--- config.mk ---
export PLATFORM = sky130hd
export DESIGN_NAME = mem_port_arbiter
export DESIGN_NICKNAME = d
export VERILOG_FILES = /design/src/rtl/mem_port_arbiter.sv
export SDC_FILE = /design/constraint.sdc
export NUM_CORES = 1
export LEC_CHECK = 0
export ABC_AREA = 1
export BUFFER_PORTS_ARGS = -buffer_cell sky130_fd_sc_hd__clkbuf_2
export CAP_MARGIN = 20
export CORE_AREA = 2 2 107 109
export CTS_BUF_LIST = sky130_fd_sc_hd__clkbuf_8
export DETAILED_ROUTE_END_ITERATION = 8
export DIE_AREA = 0 0 109 111
export PLACE_DENSITY = 0.82
export RECOVER_POWER = 25
export SYNTH_ARGS = -nofsm -noshare
export SYNTH_HDL_FRONTEND = slang
export SYNTH_SLANG_ARGS = --single-unit
export TNS_END_PERCENT = 10
--- constraint.sdc ---
create_clock -name clk -period 2.95 [get_ports clk]
set_clock_uncertainty 0.15 [all_clocks]
set_input_delay 0.295 -clock clk [delete_from_list [all_inputs] [get_ports clk]]
set_output_delay 0.295 -clock clk [all_outputs]
set_load 0.005 [all_outputs]
--- src/rtl/mem_port_arbiter.sv ---
// mem_port_arbiter: shares one single-ported memory between fetch and memory-access stages.
// Ports:
//   clk, rst (async, active-low), flush      - clock, reset, front-end flush
//   fetchReq/fetchAddr -> fetchGrant/Valid/Data   - instruction read port
//   maReq/maWe/maAddr/maWdata/maBe -> maGrant/Valid/Rdata - data load/store port
//   isStructureStall                          - holds fetch while its access is pending
//   memReady/memRvalid/memRdata <-> memReq/memWe/memAddr/memWdata/memBe - memory side
module mem_port_arbiter #(
    parameter int ADDR_W       = 32,
    parameter int DATA_W       = 32,
    parameter int STARVE_LIMIT = 4
) (
    input  logic                clk,
    input  logic                rst,
    input  logic                flush,
    input  logic                fetchReq,
    input  logic [ADDR_W-1:0]   fetchAddr,
    output logic                fetchGrant,
    output logic                fetchValid,
    output logic [DATA_W-1:0]   fetchData,
    input  logic                maReq,
    input  logic                maWe,
    input  logic [ADDR_W-1:0]   maAddr,
    input  logic [DATA_W-1:0]   maWdata,
    input  logic [DATA_W/8-1:0] maBe,
    output logic                maGrant,
    output logic                maValid,
    output logic [DATA_W-1:0]   maRdata,
    output logic                isStructureStall,
    input  logic                memReady,
    output logic                memReq,
    output logic                memWe,
    output logic [ADDR_W-1:0]   memAddr,
    output logic [DATA_W-1:0]   memWdata,
    output logic [DATA_W/8-1:0] memBe,
    input  logic                memRvalid,
    input  logic [DATA_W-1:0]   memRdata
);
    typedef enum logic [1:0] {IDLE, WAIT_F, WAIT_M} state_t;
    localparam logic [3:0] LIM = 4'(STARVE_LIMIT);
    state_t              state_q;
    logic                drop_q;
    logic                we_q;
    logic [3:0]          starve_q;
    logic                fetch_valid_q;
    logic                ma_valid_q;
    logic [DATA_W-1:0]   fetch_data_q;
    logic [DATA_W-1:0]   ma_rdata_q;
    logic                f_elig;
    logic                arb;
    logic                f_win;
    logic                m_win;
    assign f_elig = fetchReq & ~flush;
    assign arb    = (state_q == IDLE) & memReady;
    // A fetch whose data is being delivered this cycle may not start a second access.
    assign f_win  = arb & f_elig & ~fetch_valid_q & (~maReq | (starve_q == LIM));
    assign m_win  = arb & maReq & ~f_win;
    assign fetchGrant       = f_win;
    assign maGrant          = m_win;
    assign memReq           = f_win | m_win;
    assign memWe            = m_win & maWe;
    assign memAddr          = m_win ? maAddr : fetchAddr;
    assign memWdata         = m_win ? maWdata : '0;
    assign memBe            = m_win ? maBe : '1;
    assign isStructureStall = fetchReq & ~fetch_valid_q & ~flush;
    assign fetchValid       = fetch_valid_q;
    assign fetchData        = fetch_data_q;
    assign maValid          = ma_valid_q;
    assign maRdata          = ma_rdata_q;
    always_ff @(posedge clk or negedge rst) begin
        if (!rst) begin
            state_q       <= IDLE;
            drop_q        <= 1'b0;
            we_q          <= 1'b0;
            starve_q      <= '0;
            fetch_valid_q <= 1'b0;
            ma_valid_q    <= 1'b0;
            fetch_data_q  <= '0;
            ma_rdata_q    <= '0;
        end else begin
            fetch_valid_q <= 1'b0;
            ma_valid_q    <= 1'b0;
            case (state_q)
                IDLE: begin
                    if (f_win) begin
                        state_q  <= WAIT_F;
                        starve_q <= '0;
                    end else if (m_win) begin
                        state_q <= WAIT_M;
                        we_q    <= maWe;
                        if (f_elig && starve_q != LIM) starve_q <= starve_q + 4'd1;
                    end
                end
                WAIT_F: begin
                    if (memRvalid) begin
                        state_q <= IDLE;
                        drop_q  <= 1'b0;
                        // A flush in the response cycle discards the data just like an earlier one.
                        if (!(drop_q || flush)) begin
                            fetch_valid_q <= 1'b1;
                            fetch_data_q  <= memRdata;
                        end
                    end else if (flush) begin
                        drop_q <= 1'b1;
                    end
                end
                WAIT_M: begin
                    if (memRvalid) begin
                        state_q    <= IDLE;
                        ma_valid_q <= 1'b1;
                        ma_rdata_q <= we_q ? '0 : memRdata;
                    end
                end
                default: state_q <= IDLE;
            endcase
        end
    end
endmodule

== Word-level counts from Yosys, hierarchy flattened ==
Index checks and enable logic that the tools add are counted.

* Register bits after elaboration: 74
* Input bits: 140
* Output and inout port bits: 139
* Logic and storage cells: 63

* Add/sub/neg operators: 1
* Eq/ne operators: 6
* Mux-type cells: 18
* Bitwise operators: 17
* Reduce and logical (&&, ||, !) cells: 13

{| class="wikitable"
|+ Operators with widths
! cell !! count
|-
| two-way mux 32 bit || 3
|-
| two-way mux 4 bit || 4
|-
| bitwise AND 1 bit || 10
|-
| AND reduction 3 bit || 3
|-
| two-way mux 1 bit || 7
|-
| two-way mux 2 bit || 3
|-
| AND reduction 2 bit || 3
|-
| nonzero test 2 bit || 3
|-
| inverter 1 bit || 5
|-
| adder 4 x 1 -> 4 bit (second input constant) || 1
|-
| equality test 4 x 3 -> 1 bit (second input constant) || 1
|-
| inequality test 4 x 3 -> 1 bit (second input constant) || 1
|-
| one-hot mux 2 bit (2 select lines) || 1
|-
| inequality test 3 bit (second input constant) || 1
|-
| equality test 2 x 1 -> 1 bit (second input constant) || 1
|-
| equality test 2 bit (second input constant) || 1
|-
| logical NOT 2 bit || 1
|-
| inequality test 2 x 1 -> 1 bit (second input constant) || 1
|-
| OR 1 bit || 2
|-
| OR reduction 2 bit || 1
|-
| logical AND 1 bit || 1
|-
| logical OR 1 bit || 1
|}

== Logic depth before layout (Yosys ltp) ==
* Depth after elaboration: 10
* Mapped depth: 10
* Mapped depth without buffers: 9

== Worst setup path after synthesis ==
No wires, ideal clock.

* Path type: register to output
* Start point: register state_q[0]
* End point: output memBe[0]
* Arrival time: 1.381 ns
* Required time: 2.505 ns
* Slack: 1.124 ns
* Stages on the path, launching flop included: 10
* Path through: dfrtp_1 -> inv_1 -> ha_1 -> nand2_1 -> inv_2 -> nand2_4 -> inv_2 -> nand2_4 -> buf_6 -> or2_1

* Word-level cells in the longest chain between the ends: 8
* Elaborated cells between the ends (all ways): 9
* Classes of those cells: mux: 1; bitwise: 7; reduce/logical: 1

{| class="wikitable"
|+ Ends and longest elaborated chain
! element !! line !! source
|-
| start: declaration || 41 || <nowiki>state_t state_q;</nowiki>
|-
| start signal: assignment || 72 || <nowiki>state_q <= IDLE;</nowiki>
|-
| start signal: assignment || 86 || <nowiki>state_q <= WAIT_F;</nowiki>
|-
| start signal: assignment || 89 || <nowiki>state_q <= WAIT_M;</nowiki>
|-
| logical NOT 2 bit * || 54 || <nowiki>assign arb = (state_q == IDLE) & memReady;</nowiki>
|-
| bitwise AND 1 bit * || 54 ||
|-
| bitwise AND 1 bit (3 in series) || 56 || <nowiki>assign f_win = arb & f_elig & ~fetch_valid_q & (~maReq | (starve_q == LIM));</nowiki>
|-
| inverter 1 bit (no source line) || -- ||
|-
| bitwise AND 1 bit * || 57 || <nowiki>assign m_win = arb & maReq & ~f_win;</nowiki>
|-
| two-way mux 4 bit * || 64 || <nowiki>assign memBe = m_win ? maBe : '1;</nowiki>
|-
| end: declaration || 35 || <nowiki>output logic [DATA_W/8-1:0] memBe,</nowiki>
|}

Mark *: on every way between the ends. The rest lies on a longest branch, timed or not.

== Final worst setup path ==
* Start point: register starve_q[0]
* End point: output memAddr[31]

* Word-level cells in the longest chain between the ends: 6

{| class="wikitable"
|+ Ends and longest elaborated chain
! element !! line !! source
|-
| start: declaration || 44 || <nowiki>logic [3:0] starve_q;</nowiki>
|-
| start signal: assignment || 91 || <nowiki>if (f_elig && starve_q != LIM) starve_q <= starve_q + 4'd1;</nowiki>
|-
| equality test 4 x 3 -> 1 bit || 56 ||
|-
| OR 1 bit || 56 ||
|-
| bitwise AND 1 bit || 56 ||
|-
| inverter 1 bit (no source line) || -- ||
|-
| bitwise AND 1 bit || 57 ||
|-
| two-way mux 32 bit || 62 || <nowiki>assign memAddr = m_win ? maAddr : fetchAddr;</nowiki>
|-
| end: declaration || 33 || <nowiki>output logic [ADDR_W-1:0] memAddr,</nowiki>
|}

Every way passes these cells.

==> reports/results.tsv <==
stage	metric	value	unit
setup_path	Worst path max stage delay	420	ps
layout	Util after Layout	49.0	%
routing	DRT Pass-1 Iters	4	
worst_hold_path	Hold WC Path Type	in -> reg	
floorplanning	Die H	111	um
layout	leading cell type in the layout, fill and taps excluded	nand2_1	
synth	post-synth net total	668	
power_and_ir_drop	pwr/cell area	677	mW/mm2
synth	Seq/Total Area, Yosys	48.3	%
setup_path	Crit. End Element	output pin	
setup_path	CP arrival	2190	ps
layout	share of layout cells above drive strength 1	33.7	%
routing	drt via density	4.47	
power_and_ir_drop	Peak VDD IR	323	uV
routing	DR iter-0 viols	308	
grt	GRT Util Overall	20.4	%
synth	Synth Cell Area	0.00384	mm2
setup_path	CP top delay family	simple AND/OR/NAND/NOR gates	
flow_run	Max Cap Violations	1	
setup_path	Most Frequent Cell on Critical Path	nand2_1	
layout	commonest non-fill, non-tap cells in the layout	nand2_1, clkbuf_2, dfrtp_1, inv_1, clkbuf_1	
layout	final non-filler cell total	939	
setup_path	Buf+Inv Stages, Crit Path	3	
routing	total wire length	12400	um
setup_path	CP Cell Sequence	inv_1 -> ha_1 -> nand2_1 -> nor2_1 -> nor2_1 -> nor2_2 -> nor2_4 -> buf_4 -> nand2_1 -> nand2_1 -> clkbuf_2	
routing	vias	4198	
run_status	failing checks	capacitance limit, slew limit	
run_status	status	finished, violations left	
synth	number of distinct library cells after synthesis	25	
sta	setup TNS	0	ps
clocking	TritonCTS Sinks	74	
layout	fillers	1108	
floorplanning	row count	39	
grt	initial antenna violation count	0	
clocking	clock root buffer	clkbuf_8	
sta	RSZ-0062 raised after global routing	no	
setup_path	Crit Path Class	reg -> out	
placement	HPWL Detailed	9870	um
worst_hold_path	Hold Path Sink	fetchData[15]$_DFFE_PN0P_	
routing	DRC Markers	0	
placement	number of port buffers	278	
worst_hold_path	Worst Hold Depth	3	
routing	Final ANT Viol Nets	0	
clocking	Reg clk slew, reported paths	70	ps
placement	Final Wtd Congestion	0.861	
synth	Mapped Cells	523	
setup_path	Worst Reg-to-Reg Cells	8	
grt	largest net degree at the start of global routing	72	
sta	Max Clk Rate	380	MHz
sta	Slew Limit Fails	36	
power_and_ir_drop	Lkg Pwr	3.39	nW
synth	Avg Inst Size Synth	7.33	um2
sta	Min Hold Slack	22.9	ps
synth	FF+latch count, synth	74	
sta	Period minus WS final	2630	ps
sta	Final Hold Viols	0	
clocking	CTS H-tree lvls	3	
routing	routed wire length per instance	13.3	um
clocking	Clock Latency Late Sink	330	ps
sta	final setup violation count	0	
placement	Placed Cells incl. Taps	923	
sta	relative slew slack	-32.6	%
floorplanning	area of the core	0.0111	mm2
floorplanning	Initial Util	34.6	%
placement	dpl ws	508	ps
grt	gr ovfl total	0	
setup_path	CP Data Required Time	2510	ps
placement	dpl cell area	0.00529	mm2
layout	fin area	0.00543	mm2
clocking	CTS max path bufs	2	
setup_path	R2R Path Start	state_q[1]$_DFFE_PN0P_	
clocking	Inserted Clock Buffers	9	
layout	n_diodes	0	
layout	layout net count	938	
clocking	CTS tree	done	
setup_path	Worst path slowest cell	dfrtp_1	
sta	worst slew pin tran	1990	ps
floorplanning	Die X	109	um
grt	first-pass GRT wire length	19300	um
grt	via count of the first global-routing pass	3941	
synth	YS warnings	0	
sta	final worst path period share	89.2	%
power_and_ir_drop	power after layout	3.68	mW
layout	Syn-to-layout area delta	41.5	%
setup_path	reg-to-reg endpoint	fetchData[12]$_DFFE_PN0P_	
clocking	Post CTS Setup Buffer Count	0	
floorplanning	boundary pin count	279	
worst_hold_path	hold_sp	memRdata[15]	
setup_path	Critical Path Start Type	flop	
setup_path	R2R setup slack	1080	ps
setup_path	Worst Path Max Fanout	14	
floorplanning	die area	0.0121	mm2
sta	Final WS setup	319	ps
==> worst register-to-register path: cells and delay by family (launching register included) <==
family | cells | cell delay, ps
adders and majority gates | 1 | 180
buffers and inverters | 2 | 590
DFF | 1 | 400
and+or+nand+nor | 5 | 490
==> repair_timing <==
action                                  in CTS  in global routing
endpoints found under the setup margin       0                 14
hold buffers                                 2                  0
hold endpoints to repair                    36                  0
gates resized for setup                      0                  1
==> area by class of cell <==
cell class / count / area (um2) / share of cell area (%)
clock inverter: 4 / 21.3 / 0.392
clock buffer: 10 / 138 / 2.54
inverter: 64 / 240 / 4.43
multi-input combinational: 359 / 1590 / 29.3
sequential: 74 / 1850 / 34.1
timing repair buffer: 285 / 1410 / 25.9
tap: 143 / 179 / 3.30
==> power by group <==
part	internal, mW	switching (mW)
combinational	0.590	0.818
sequential	1.38	0.234
clock	0.313	0.344
total	2.28	1.40
==> layer usage <==
layer	track usage [%]	vias up	part of all wire (%)
met5	0	-	0
li1	-	2121	-
met4	6.75	0	1.9
met1	26.2	1884	43
met2	32.4	174	47
met3	6.06	19	8.4
==> cell usage after synthesis, drive strengths merged <==
| cell type | instances | area, um2 |
|---|---|---|
| a21oi | 1 | 5.00 |
| buf | 18 | 136 |
| clkbuf | 8 | 30.0 |
| dfrtp | 74 | 1850 |
| ha | 5 | 62.6 |
| inv | 64 | 240 |
| nand2 | 246 | 948 |
| nand3 | 7 | 45.0 |
| nand4 | 4 | 25.0 |
| nor2 | 40 | 163 |
| o211ai | 4 | 30.0 |
| o21ai | 35 | 175 |
| o31ai | 12 | 90.1 |
| or2 | 4 | 25.0 |
| xor2 | 1 | 8.76 |
==> flip-flops by register name, indices dropped and copies added, names as in the netlist <==
register	flops
fetchData	32
maRdata	32
starve_q	4
state_q	2
drop_q	1
fetchValid	1
maValid	1
we_q	1
==> cells by family (layout without fill, tap and decap cells) <==
logic type	Yosys count	in the layout	share of synthesized area (%)
buffers and inverters	90	363	10.6
AND/OR/NAND/NOR	301	301	31.4
XOR/XNOR	1	1	0.228
AO/OA/AOI/OAI	52	52	7.83
flip-flops	74	74	48.3
adder cells (fa/ha/maj)	5	5	1.63
==> worst max path at each step <==
stage                                 start          end  slack (ps)  cells after the start
floorplan            state_q[0]$_DFFE_PN0P_     memBe[0]        1120                      9
global placement     state_q[0]$_DFFE_PN0P_   memAddr[0]         560                      9
detailed placement   state_q[1]$_DFFE_PN0P_     memBe[3]         510                      9
CTS                  state_q[1]$_DFFE_PN0P_     memBe[3]         130                      9
global route        starve_q[0]$_DFFE_PN0P_   memAddr[0]         100                     11
finish              starve_q[0]$_DFFE_PN0P_  memAddr[31]         320                     11
(Power assumes the default switching activity.)
